**config.mk**
```make
export PLATFORM = sky130hd
export DESIGN_NAME = conv_pool_writeback_flat
export DESIGN_NICKNAME = d
export VERILOG_FILES = /design/src/rtl/conv_pool_writeback_if.sv /design/src/rtl/conv_pool_writeback.sv /design/src/flat_wrapper.sv
export SDC_FILE = /design/constraint.sdc
export NUM_CORES = 1
export LEC_CHECK = 0
export CAP_MARGIN = 30
export CORE_ASPECT_RATIO = 1.5
export CORE_UTILIZATION = 55
export DETAILED_ROUTE_END_ITERATION = 8
export GPL_ROUTABILITY_DRIVEN = 0
export PLACE_DENSITY = 0.75
export SLEW_MARGIN = 20
export SYNTH_ARGS = -nofsm -noshare
export SYNTH_HDL_FRONTEND = slang
export SYNTH_SLANG_ARGS = --single-unit
```
**constraint.sdc**
```tcl
create_clock -name clk -period 8.3 [get_ports clk]
set_input_delay 2.075 -clock clk [delete_from_list [all_inputs] [get_ports clk]]
set_output_delay 2.075 -clock clk [all_outputs]
set_load 0.02 [all_outputs]
```
**src/rtl/conv_pool_writeback_if.sv**
```systemverilog
// Bus bundle for conv_pool_writeback: psum beat stream in, pooled writes out.
// master = upstream/feature-map-buffer side, slave = conv_pool_writeback.
interface conv_pool_writeback_if #(
    parameter int IN_CH  = 6,
    parameter int DATA_W = 16,
    parameter int ADDR_W = 16
);
    logic                      in_valid;
    logic                      in_ready;
    logic [IN_CH*DATA_W-1:0]   in_psum;
    logic [DATA_W-1:0]         in_bias;
    logic                      wr_valid;
    logic                      wr_ready;
    logic [ADDR_W-1:0]         wr_addr;
    logic [DATA_W-1:0]         wr_data;

    modport master (
        output in_valid, in_psum, in_bias, wr_ready,
        input  in_ready, wr_valid, wr_addr, wr_data
    );

    modport slave (
        input  in_valid, in_psum, in_bias, wr_ready,
        output in_ready, wr_valid, wr_addr, wr_data
    );
endinterface

```
**src/rtl/conv_pool_writeback.sv**
```systemverilog
// Conv/pool back end: channel sum + bias, saturating ReLU, 2x2 pooling, kernel-major writeback.
// Define CONV_POOL_AVG_POOL_EN for average pooling; max pooling otherwise.
module conv_pool_writeback #(
    parameter int IN_CH   = 6,
    parameter int OUT_CH  = 16,
    parameter int DATA_W  = 16,
    parameter int OUT_PIX = 25,
    parameter int ADDR_W  = 16
) (
    input  logic clk,
    input  logic rst_n,
    input  logic start,
    output logic busy,
    output logic done,
    output logic sat_seen,
    conv_pool_writeback_if.slave bus
);
    localparam int SUM_W = DATA_W + $clog2(IN_CH + 1);
    localparam int K_W   = (OUT_CH > 1) ? $clog2(OUT_CH) : 1;
    localparam int PIX_W = (OUT_PIX > 1) ? $clog2(OUT_PIX) : 1;
`ifdef CONV_POOL_AVG_POOL_EN
    localparam int BUF_W = DATA_W + 2;
`else
    localparam int BUF_W = DATA_W;
`endif
    localparam logic signed [SUM_W-1:0] SAT_MAX =
        {{(SUM_W-DATA_W+1){1'b0}}, {(DATA_W-1){1'b1}}};

    typedef enum logic [1:0] {IDLE, RUN, FLUSH} state_t;
    state_t state, state_nx;

    logic                      stall, accept, start_ok, last_beat;
    logic [K_W-1:0]            k;
    logic [1:0]                pos;
    logic [PIX_W-1:0]          pix;
    logic signed [SUM_W-1:0]   beat_sum;

    logic                      s1_valid;
    logic signed [SUM_W-1:0]   s1_sum;
    logic [K_W-1:0]            s1_k;
    logic [1:0]                s1_pos;
    logic [PIX_W-1:0]          s1_pix;

    logic [DATA_W-1:0]         relu_v;
    logic                      relu_sat;
    logic [BUF_W-1:0]          pool_buf [OUT_CH];
    logic [BUF_W-1:0]          pool_cur, pool_upd;
    logic [DATA_W-1:0]         pool_out;

    logic                      wr_valid;
    logic [ADDR_W-1:0]         wr_addr;
    logic [DATA_W-1:0]         wr_data;

    assign stall        = wr_valid && !bus.wr_ready;
    assign bus.in_ready = (state == RUN) && !stall;
    assign accept       = bus.in_valid && bus.in_ready;
    assign start_ok     = start && (state == IDLE);
    assign last_beat    = (pix == PIX_W'(OUT_PIX - 1)) && (pos == 2'd3)
                          && (k == K_W'(OUT_CH - 1));
    assign busy         = (state != IDLE);
    assign bus.wr_valid = wr_valid;
    assign bus.wr_addr  = wr_addr;
    assign bus.wr_data  = wr_data;

    always_comb begin
        beat_sum = {{(SUM_W-DATA_W){bus.in_bias[DATA_W-1]}}, bus.in_bias};
        for (int unsigned c = 0; c < IN_CH; c++) begin
            beat_sum = beat_sum + {{(SUM_W-DATA_W){bus.in_psum[c*DATA_W+DATA_W-1]}},
                                   bus.in_psum[c*DATA_W +: DATA_W]};
        end
    end

    always_comb begin
        relu_v   = '0;
        relu_sat = 1'b0;
        if (s1_sum[SUM_W-1]) begin
            relu_v = '0;
        end else if (s1_sum > SAT_MAX) begin
            relu_v   = {1'b0, {(DATA_W-1){1'b1}}};
            relu_sat = 1'b1;
        end else begin
            relu_v = s1_sum[DATA_W-1:0];
        end
    end

    // pool_upd is the running window value including this beat; pos 3 emits it without storing
    always_comb begin
        pool_cur = pool_buf[s1_k];
`ifdef CONV_POOL_AVG_POOL_EN
        pool_upd = pool_cur + BUF_W'(relu_v);
        pool_out = pool_upd[BUF_W-1:2];
`else
        pool_upd = (pool_cur >= relu_v) ? pool_cur : relu_v;
        pool_out = pool_upd;
`endif
    end

    always_ff @(posedge clk or negedge rst_n) begin
        if (!rst_n) state <= IDLE;
        else        state <= state_nx;
    end

    always_comb begin
        state_nx = state;
        done     = 1'b0;
        case (state)
            IDLE:  if (start) state_nx = RUN;
            RUN:   if (accept && last_beat) state_nx = FLUSH;
            FLUSH: if (!s1_valid && !wr_valid) begin
                state_nx = IDLE;
                done     = 1'b1;
            end
            default: state_nx = IDLE;
        endcase
    end

    always_ff @(posedge clk or negedge rst_n) begin
        if (!rst_n) begin
            k   <= '0;
            pos <= '0;
            pix <= '0;
        end else if (start_ok) begin
            k   <= '0;
            pos <= '0;
            pix <= '0;
        end else if (accept) begin
            if (k == K_W'(OUT_CH - 1)) begin
                k <= '0;
                if (pos == 2'd3) begin
                    pos <= '0;
                    pix <= (pix == PIX_W'(OUT_PIX - 1)) ? '0 : pix + 1'b1;
                end else begin
                    pos <= pos + 2'd1;
                end
            end else begin
                k <= k + 1'b1;
            end
        end
    end

    always_ff @(posedge clk or negedge rst_n) begin
        if (!rst_n) begin
            s1_valid <= 1'b0;
            s1_sum   <= '0;
            s1_k     <= '0;
            s1_pos   <= '0;
            s1_pix   <= '0;
            wr_valid <= 1'b0;
            wr_addr  <= '0;
            wr_data  <= '0;
            sat_seen <= 1'b0;
            for (int unsigned i = 0; i < OUT_CH; i++) pool_buf[i] <= '0;
        end else begin
            if (start_ok) sat_seen <= 1'b0;
            if (!stall) begin
                s1_valid <= accept;
                if (accept) begin
                    s1_sum <= beat_sum;
                    s1_k   <= k;
                    s1_pos <= pos;
                    s1_pix <= pix;
                end
                wr_valid <= s1_valid && (s1_pos == 2'd3);
                if (s1_valid) begin
                    if (relu_sat) sat_seen <= 1'b1;
                    case (s1_pos)
                        2'd0: pool_buf[s1_k] <= BUF_W'(relu_v);
                        2'd3: begin
                            wr_addr <= ADDR_W'(s1_k) * ADDR_W'(OUT_PIX) + ADDR_W'(s1_pix);
                            wr_data <= pool_out;
                        end
                        default: pool_buf[s1_k] <= pool_upd;
                    endcase
                end
            end
        end
    end
endmodule

```
**src/flat_wrapper.sv**
```systemverilog
// flat-port wrapper written by rule: the top's interface ports become plain ports
module conv_pool_writeback_flat 
#(
    parameter int IN_CH   = 6,
    parameter int OUT_CH  = 16,
    parameter int DATA_W  = 16,
    parameter int OUT_PIX = 25,
    parameter int ADDR_W  = 16
)
  (clk, rst_n, start, busy, done, sat_seen, bus_in_valid, bus_in_psum, bus_in_bias, bus_wr_ready, bus_in_ready, bus_wr_valid, bus_wr_addr, bus_wr_data);
  conv_pool_writeback_if #(.IN_CH(IN_CH), .DATA_W(DATA_W), .ADDR_W(ADDR_W)) bus_i ();
  input  logic clk;
  input  logic rst_n;
  input  logic start;
  output logic busy;
  output logic done;
  output logic sat_seen;
  input wire logic [$bits(bus_i.in_valid)-1:0] bus_in_valid;
  input wire logic [$bits(bus_i.in_psum)-1:0] bus_in_psum;
  input wire logic [$bits(bus_i.in_bias)-1:0] bus_in_bias;
  input wire logic [$bits(bus_i.wr_ready)-1:0] bus_wr_ready;
  output wire logic [$bits(bus_i.in_ready)-1:0] bus_in_ready;
  output wire logic [$bits(bus_i.wr_valid)-1:0] bus_wr_valid;
  output wire logic [$bits(bus_i.wr_addr)-1:0] bus_wr_addr;
  output wire logic [$bits(bus_i.wr_data)-1:0] bus_wr_data;
  assign bus_i.in_valid = bus_in_valid;
  assign bus_i.in_psum = bus_in_psum;
  assign bus_i.in_bias = bus_in_bias;
  assign bus_i.wr_ready = bus_wr_ready;
  assign bus_in_ready = bus_i.in_ready;
  assign bus_wr_valid = bus_i.wr_valid;
  assign bus_wr_addr = bus_i.wr_addr;
  assign bus_wr_data = bus_i.wr_data;
  conv_pool_writeback #(.IN_CH(IN_CH), .OUT_CH(OUT_CH), .DATA_W(DATA_W), .OUT_PIX(OUT_PIX), .ADDR_W(ADDR_W)) u_core (.clk(clk), .rst_n(rst_n), .start(start), .busy(busy), .done(done), .sat_seen(sat_seen), .bus(bus_i));
endmodule
```
==> results of run 1 <==
==> metrics by stage <==
step                      hold slack (ps)  total power, mW  cells
after floorplan                       442             6.79   2418
final                                 480             9.81   2968
after global routing                  494             10.5   2965
after global placement                455             7.87   2885
after CTS                             481             9.70   2956
after detailed placement              467             8.11   2899
==> power groups by stage <==
| stage | combinational (mW) | sequential, mW | clock, mW |
|---|---|---|---|
| finish | 5.68 | 2.56 | 1.58 |
| global route | 6.21 | 2.62 | 1.64 |
| CTS | 5.56 | 2.55 | 1.59 |
| detailed placement | 5.54 | 2.57 | 0 |
| global placement | 5.34 | 2.53 | 0 |
| floorplan | 4.37 | 2.42 | 0 |
==> routing by layer <==
layer	track usage, %	up-vias	part of all wire [%]
li1	-	8759	-
met1	40.5	9798	35
met2	56.9	1249	48
met3	6.64	347	9.6
met4	23.4	0	6.9
met5	0	-	0
==> sequential cells by signal, indices dropped and copies added (netlist names) <==
signal / flops
u_core.k: 4
u_core.s1_pix: 5
u_core.sat_seen: 1
u_core.s1_pos: 2
u_core.s1_sum: 19
u_core.bus.wr_valid: 1
u_core.pix: 5
u_core.bus.wr_addr: 10
u_core.pool_buf: 256
u_core.s1_valid: 1
u_core.state: 2
u_core.s1_k: 4
u_core.bus.wr_data: 16
u_core.pos: 2
==> synth_stat cells, types with 14 or more instances <==
library cell  count
xor2_1           14
buf_2            66
nand2_2          14
a31oi_1          22
xnor2_1          15
and3_1           23
o311a_1         240
nor2_1           49
a22oi_1          30
mux4_2           51
buf_1            18
ha_1             78
o21ai_0          79
o31ai_1          79
buf_6            16
nand3_1          23
inv_1           130
dfrtp_1         328
a21oi_1          31
nand2_1         601
clkbuf_1        111
fa_1             70
a21o_1           16
o21ai_1         138
==> worst register-to-register path, delay by kind of cell (launching register included) <==
| family | cells | cell delay, ps |
|---|---|---|
| compound gates | 5 | 1700 |
| buf+inv | 2 | 1190 |
| flops | 1 | 870 |
| mux | 1 | 610 |
| simple gates | 3 | 580 |
| fa+ha+maj | 1 | 340 |
==> kinds of logic (layout without fill, tap and decap cells) <==
logic type      after synthesis  in the layout
compound gates              707            707
buf+inv                     361            402
fa+ha+maj                   148            148
flops                       328            328
other cells                   2             10
xor+xnor                     29             29
simple gates                771            771
mux                          67             67
==> worst max path at each step <==
stage	startpoint	end	slack, ps	cells after the start
6_report	bus_in_bias[0]	u_core.s1_sum[18]	770	21
5_1_grt	bus_in_bias[0]	u_core.s1_sum[18]	430	21
4_1_cts	bus_in_bias[0]	u_core.s1_sum[18]	800	21
3_5_place_dp	bus_in_bias[0]	u_core.s1_sum[18]	250	21
3_3_place_gp	bus_in_bias[0]	u_core.s1_sum[18]	370	21
2_1_floorplan	bus_in_bias[0]	u_core.s1_sum[18]	1410	20
==> area by class of cell <==
| type | instances | area [µm²] |
|---|---|---|
| inverter | 130 | 488 |
| clock inverter | 8 | 125 |
| tap | 506 | 633 |
| sequential | 328 | 8210 |
| timing repair buffer | 215 | 2170 |
| fill | 3322 | 14900 |
| antenna | 3 | 7.51 |
| clock buffer | 49 | 968 |
| multi-input combinational | 1729 | 12900 |
==> impl_metrics.json, run 1 <==
{
  "drive_gt1_share_pct": 9.39,
  "rows": 90,
  "dpl_cell_area_mm2": 0.0243,
  "syn_area_mm2": 0.0227,
  "p_leak_nw": 11.0,
  "worstPathArrival_ps": 7990,
  "report.final.hold_viol_count": 0,
  "antenna_found_initial": 1,
  "areaGrowthSynthToFinish_pct": 12.4,
  "powerDensity_mw_per_mm2": 385,
  "skew_ps": 21.4,
  "power.share.clock_pct": 16.1,
  "postSynthCellCount": 2413,
  "r2r_start": "u_core.s1_k[0]",
  "clock-sinks": 328,
  "synth-seq-cells": 328,
  "numCtsBuffers": 34,
  "postSynth.asyncResetShare_pct": 100,
  "peakVddDrop_mv": 0.394,
  "tritoncts": "yes",
  "num_io_pins": 154,
  "layout.nets": 2703,
  "syn_avg_cell_area_um2": 9.39,
  "first_pass_iters": 9,
  "design_area_mm2": 0.0255,
  "via_per_inst": 6.79,
  "ant_nets": 0,
  "grt_max_degree": 116,
  "die_h_um": 251,
  "layout_min_cycle_time_ps": 7530,
  "drt_iter0_markers": 2035,
  "reg2reg_slack_ps": 2910,
  "synth_xor_area_share_pct": 1.12,
  "layout_worst_path_cycle_share_pct": 90.7,
  "pwr-share-seq_pct": 26.1,
  "drv_slew": 0,
  "synth_top_cell_area_share_pct": 36.2,
  "cts_root_buf": "clkbuf_16",
  "synth_fa_ha_area_share_pct": 10.5,
  "dieArea_mm2": 0.0420,
  "grt_pass1_wl_mm": 111,
  "synth_cell_types": 74,
  "synth_area_leaders": "dfrtp_1 (36%), o311a_1 (11%), nand2_1 (10%)",
  "start_util_pct": 56.1,
  "core_mm2": 0.0404,
  "post_cts_resized": 0,
  "grt_pass1_vias": 20268,
  "tightest_slew_ps": 1080,
  "required_ps": 8760,
  "setup_tns_ps": 0,
  "synthMuxAreaShare_pct": 6.71,
  "rr_worst_depth": 12,
  "start_kind": "primary input",
  "slowest_delay_ps": 510,
  "synth_top_family_by_area": "compound AO/OA/AOI/OAI gates",
  "synth-simple-area-share_pct": 14.1,
  "grt_overflow": 0,
  "cts_setup_buffers": 0,
  "fmax_mhz": 133,
  "yosysTopAreaCell": "dfrtp_1",
  "port_buffers": 147,
  "worstPathCellList": "clkdlybuf4s50_1, ha_1, inv_1, fa_1, nand2b_1, a21oi_1, o311ai_0, a31oi_1, a31oi_1, xor2_1, fa_1, fa_1, fa_1, inv_1, ha_1, a21oi_1, inv_1, a2111o_1, o211a_1, or3_1, a31oi_1",
  "hold_path_end": "u_core.bus.wr_addr[2]",
  "drv_cap": 0,
  "end_kind": "flop",
  "post_drt_wl_per_cell_um": 24.0,
  "p_sw_mw": 4.60,
  "slew-limit-headroom_pct": 28.0,
  "path_buf_inv": 4,
  "hold_buffers": 0,
  "min-delay-start": "u_core.bus.wr_addr[2]",
  "critPathMaxFanout": 6,
  "intPower_mw": 5.22,
  "synth_edf_count": 0,
  "yosys_warnings": 0,
  "routed_wl_mm": 71.1,
  "combinationalPowerShare_pct": 57.8,
  "dp_hpwl_mm": 43.4,
  "r2r-end": "u_core.pool_buf[112]",
  "min_path_cells": 2,
  "path_class": "primary input to flop",
  "synth_compound_area_share_pct": 24.0,
  "clk_pin_slew_ps": 60,
  "outcome": "complete, no violations",
  "final_cell_mix": "nand2_1 (601), dfrtp_1 (326), o311a_1 (240)",
  "grt_usage_pct": 34.4,
  "rsz0062_at_grt": "no",
  "setup_viol": 0,
  "seq_area_frac_synth_pct": 36.2,
  "finalWorstSetupSlack_ps": 771,
  "hold_class": "flop to flop",
  "swShare_pct": 46.8,
  "clk_latency_ps": 540,
  "die_w_um": 168,
  "critPathMostFrequentCell": "fa_1",
  "utilization_pct": 63.0,
  "vias": 20153,
  "drc": 0,
  "slowest_stage": "fa_1",
  "htreeDepth": 2,
  "clockBufferDepth": 3,
  "path_delay_family": "adder cells",
  "layout_commonest_cell": "nand2_1",
  "dp_slack_ps": 251,
  "ys.flop_type": "dfrtp_1"
}
Power figures use the tool's default switching activity.
==> run 2: changes to the inputs <==
clock period = 7.8 ns   (was 8.3 ns; I/O delays follow)
==> run 2 against run 1 <==
Net effect:
- total power up 8.9%
- register-to-register slack got worse by 90 ps
- critical path depth rose by 1
- clock skew fell by 2.3 ps
- critical path type unchanged
- via count shrank 0.83%
- final cell count grew 0.10%
- largest power group unchanged
- combinational power up 8.8%
- clock power is 13% higher
- setup slack got worse by 190 ps
==> impl_metrics.json, run 2 (synthesized netlist as in run 1, its figures left out) <==
{
  "outcome": "complete, no violations",
  "grt_pass1_vias": 20105,
  "dpl_cell_area_mm2": 0.0243,
  "layout.nets": 2706,
  "start_util_pct": 56.1,
  "path_class": "primary input to flop",
  "clk_pin_slew_ps": 70,
  "critPathMaxFanout": 6,
  "dieArea_mm2": 0.0420,
  "final_cell_mix": "nand2_1 (601), dfrtp_1 (326), o311a_1 (240)",
  "worstPathArrival_ps": 7680,
  "design_area_mm2": 0.0256,
  "min_path_cells": 2,
  "clk_latency_ps": 540,
  "rows": 90,
  "p_leak_nw": 11.1,
  "numCtsBuffers": 34,
  "rr_worst_depth": 14,
  "grt_overflow": 0,
  "routed_wl_mm": 70.8,
  "hold_class": "flop to flop",
  "layout_min_cycle_time_ps": 7220,
  "clock-sinks": 328,
  "clockBufferDepth": 3,
  "drv_cap": 0,
  "die_w_um": 168,
  "swShare_pct": 46.2,
  "r2r_start": "u_core.s1_k[0]",
  "whs_ps": 477,
  "end_kind": "flop",
  "diodes": 0,
  "report.final.hold_viol_count": 0,
  "htreeDepth": 2,
  "cts_root_buf": "clkbuf_16",
  "power.share.clock_pct": 16.7,
  "regMostFlops": "u_core.pool_buf",
  "setup_tns_ps": 0,
  "layout_commonest_cell": "nand2_1",
  "drive_gt1_share_pct": 9.78,
  "hold_path_end": "u_core.bus.wr_addr[1]",
  "grt_max_degree": 166,
  "largest_reg_flops": 256,
  "combinationalPowerShare_pct": 57.8,
  "vias": 19986,
  "reg2reg_slack_ps": 2820,
  "r2r-end": "u_core.pool_buf[85]",
  "rsz0062_at_grt": "no",
  "peakVddDrop_mv": 0.301,
  "p_sw_mw": 4.94,
  "setup_viol": 0,
  "intPower_mw": 5.74,
  "via_per_inst": 6.73,
  "drc": 0,
  "drv_slew": 0,
  "slew-limit-headroom_pct": 27.5,
  "fmax_mhz": 138,
  "grt_usage_pct": 34.2,
  "post_drt_wl_per_cell_um": 23.8,
  "die_h_um": 251,
  "hold_buffers": 0,
  "port_buffers": 147,
  "pwr-share-seq_pct": 25.5,
  "tritoncts": "yes",
  "layout_worst_path_cycle_share_pct": 92.6,
  "required_ps": 8260,
  "grt_pass1_wl_mm": 111,
  "areaGrowthSynthToFinish_pct": 13.0,
  "dp_hpwl_mm": 42.7,
  "powerDensity_mw_per_mm2": 417,
  "ant_nets": 0,
  "post_cts_resized": 0,
  "start_kind": "primary input",
  "num_io_pins": 154,
  "top_regs": "u_core.pool_buf (256), u_core.s1_sum (19), u_core.bus.wr_data (16)",
  "antenna_found_initial": 0,
  "drt_iter0_markers": 1895,
  "min-delay-start": "u_core.bus.wr_addr[1]",
  "tightest_slew_ps": 1080,
  "core_mm2": 0.0404,
  "skew_ps": 19.0,
  "cts_setup_buffers": 0,
  "first_pass_iters": 6
}
## run 2: cell count changes in the layout (fill, tap and decap cells not counted), moves of 3 or more
cell,before,now
buf_6,3,6
clkinv_2,2,5
diode_2,3,0
clkbuf_1,10,6
## run 2: worst max-delay path by stage
| stage | from | end | slack, ps | cells after the start |
|---|---|---|---|---|
| after global routing | bus_in_bias[0] | u_core.s1_sum[18] | 240 | 22 |
| after floorplan | bus_in_bias[0] | u_core.s1_sum[18] | 1040 | 20 |
| final | bus_in_bias[0] | u_core.s1_sum[18] | 580 | 22 |
| after detailed placement | bus_in_bias[0] | u_core.s1_sum[18] | 20 | 22 |
| after CTS | bus_in_bias[0] | u_core.s1_sum[18] | 560 | 22 |
| after global placement | bus_in_bias[0] | u_core.s1_sum[18] | 180 | 22 |
## run 2: area by class of cell
| class | count | area [µm²] |
|---|---|---|
| Fill cell | 3312 | 14800 |
| Multi-Input combinational cell | 1729 | 12900 |
| Sequential cell | 328 | 8210 |
| Timing Repair Buffer | 218 | 2220 |
| Clock buffer | 49 | 1030 |
| Tap cell | 506 | 633 |
| Inverter | 130 | 488 |
| Clock inverter | 11 | 165 |
## run 2: power by group through the flow
stage | combinational (mW) | clock, mW | sequential [mW]
3_5_place_dp | 5.95 | 0 | 2.75
4_1_cts | 5.97 | 1.79 | 2.72
5_1_grt | 6.75 | 1.84 | 2.79
3_3_place_gp | 5.66 | 0 | 2.75
6_report | 6.18 | 1.78 | 2.72
2_1_floorplan | 4.65 | 0 | 2.58
## run 2: layer usage
| metal | track usage, % | part of all wire (%) | vias up |
|---|---|---|---|
| met5 | 0 | 0 | - |
| met2 | 56.2 | 47 | 1149 |
| li1 | - | - | 8790 |
| met4 | 24.3 | 7.8 | 0 |
| met3 | 6.00 | 9.3 | 354 |
| met1 | 40.6 | 36 | 9693 |
## run 2: critical path, cell delays in order
cell and delay [ps]:
clkdlybuf4s50_1 410, ha_1 220, inv_1 70, fa_1 200
nand2b_1 140, a21oi_1 100, o311ai_0 490, a31oi_1 160
buf_4 180, a31oi_1 250, xor2_1 220, fa_1 470
fa_1 460, fa_1 520, inv_1 40, ha_1 280
a21oi_1 360, inv_1 110, a2111o_1 400, o211a_1 210
or3_1 300, a31oi_1 150
## run 2: per-stage QoR
step / instances / setup WS [ps] / util, % / total power, mW
after global routing: 2971 / 238 / 63.4 / 11.4
after detailed placement: 2901 / 18.2 / 60.1 / 8.70
after floorplan: 2418 / 1040 / - / 7.22
after global placement: 2889 / 181 / 59.6 / 8.41
final: 2971 / 579 / 63.4 / 10.7
after CTS: 2961 / 562 / 63.0 / 10.5
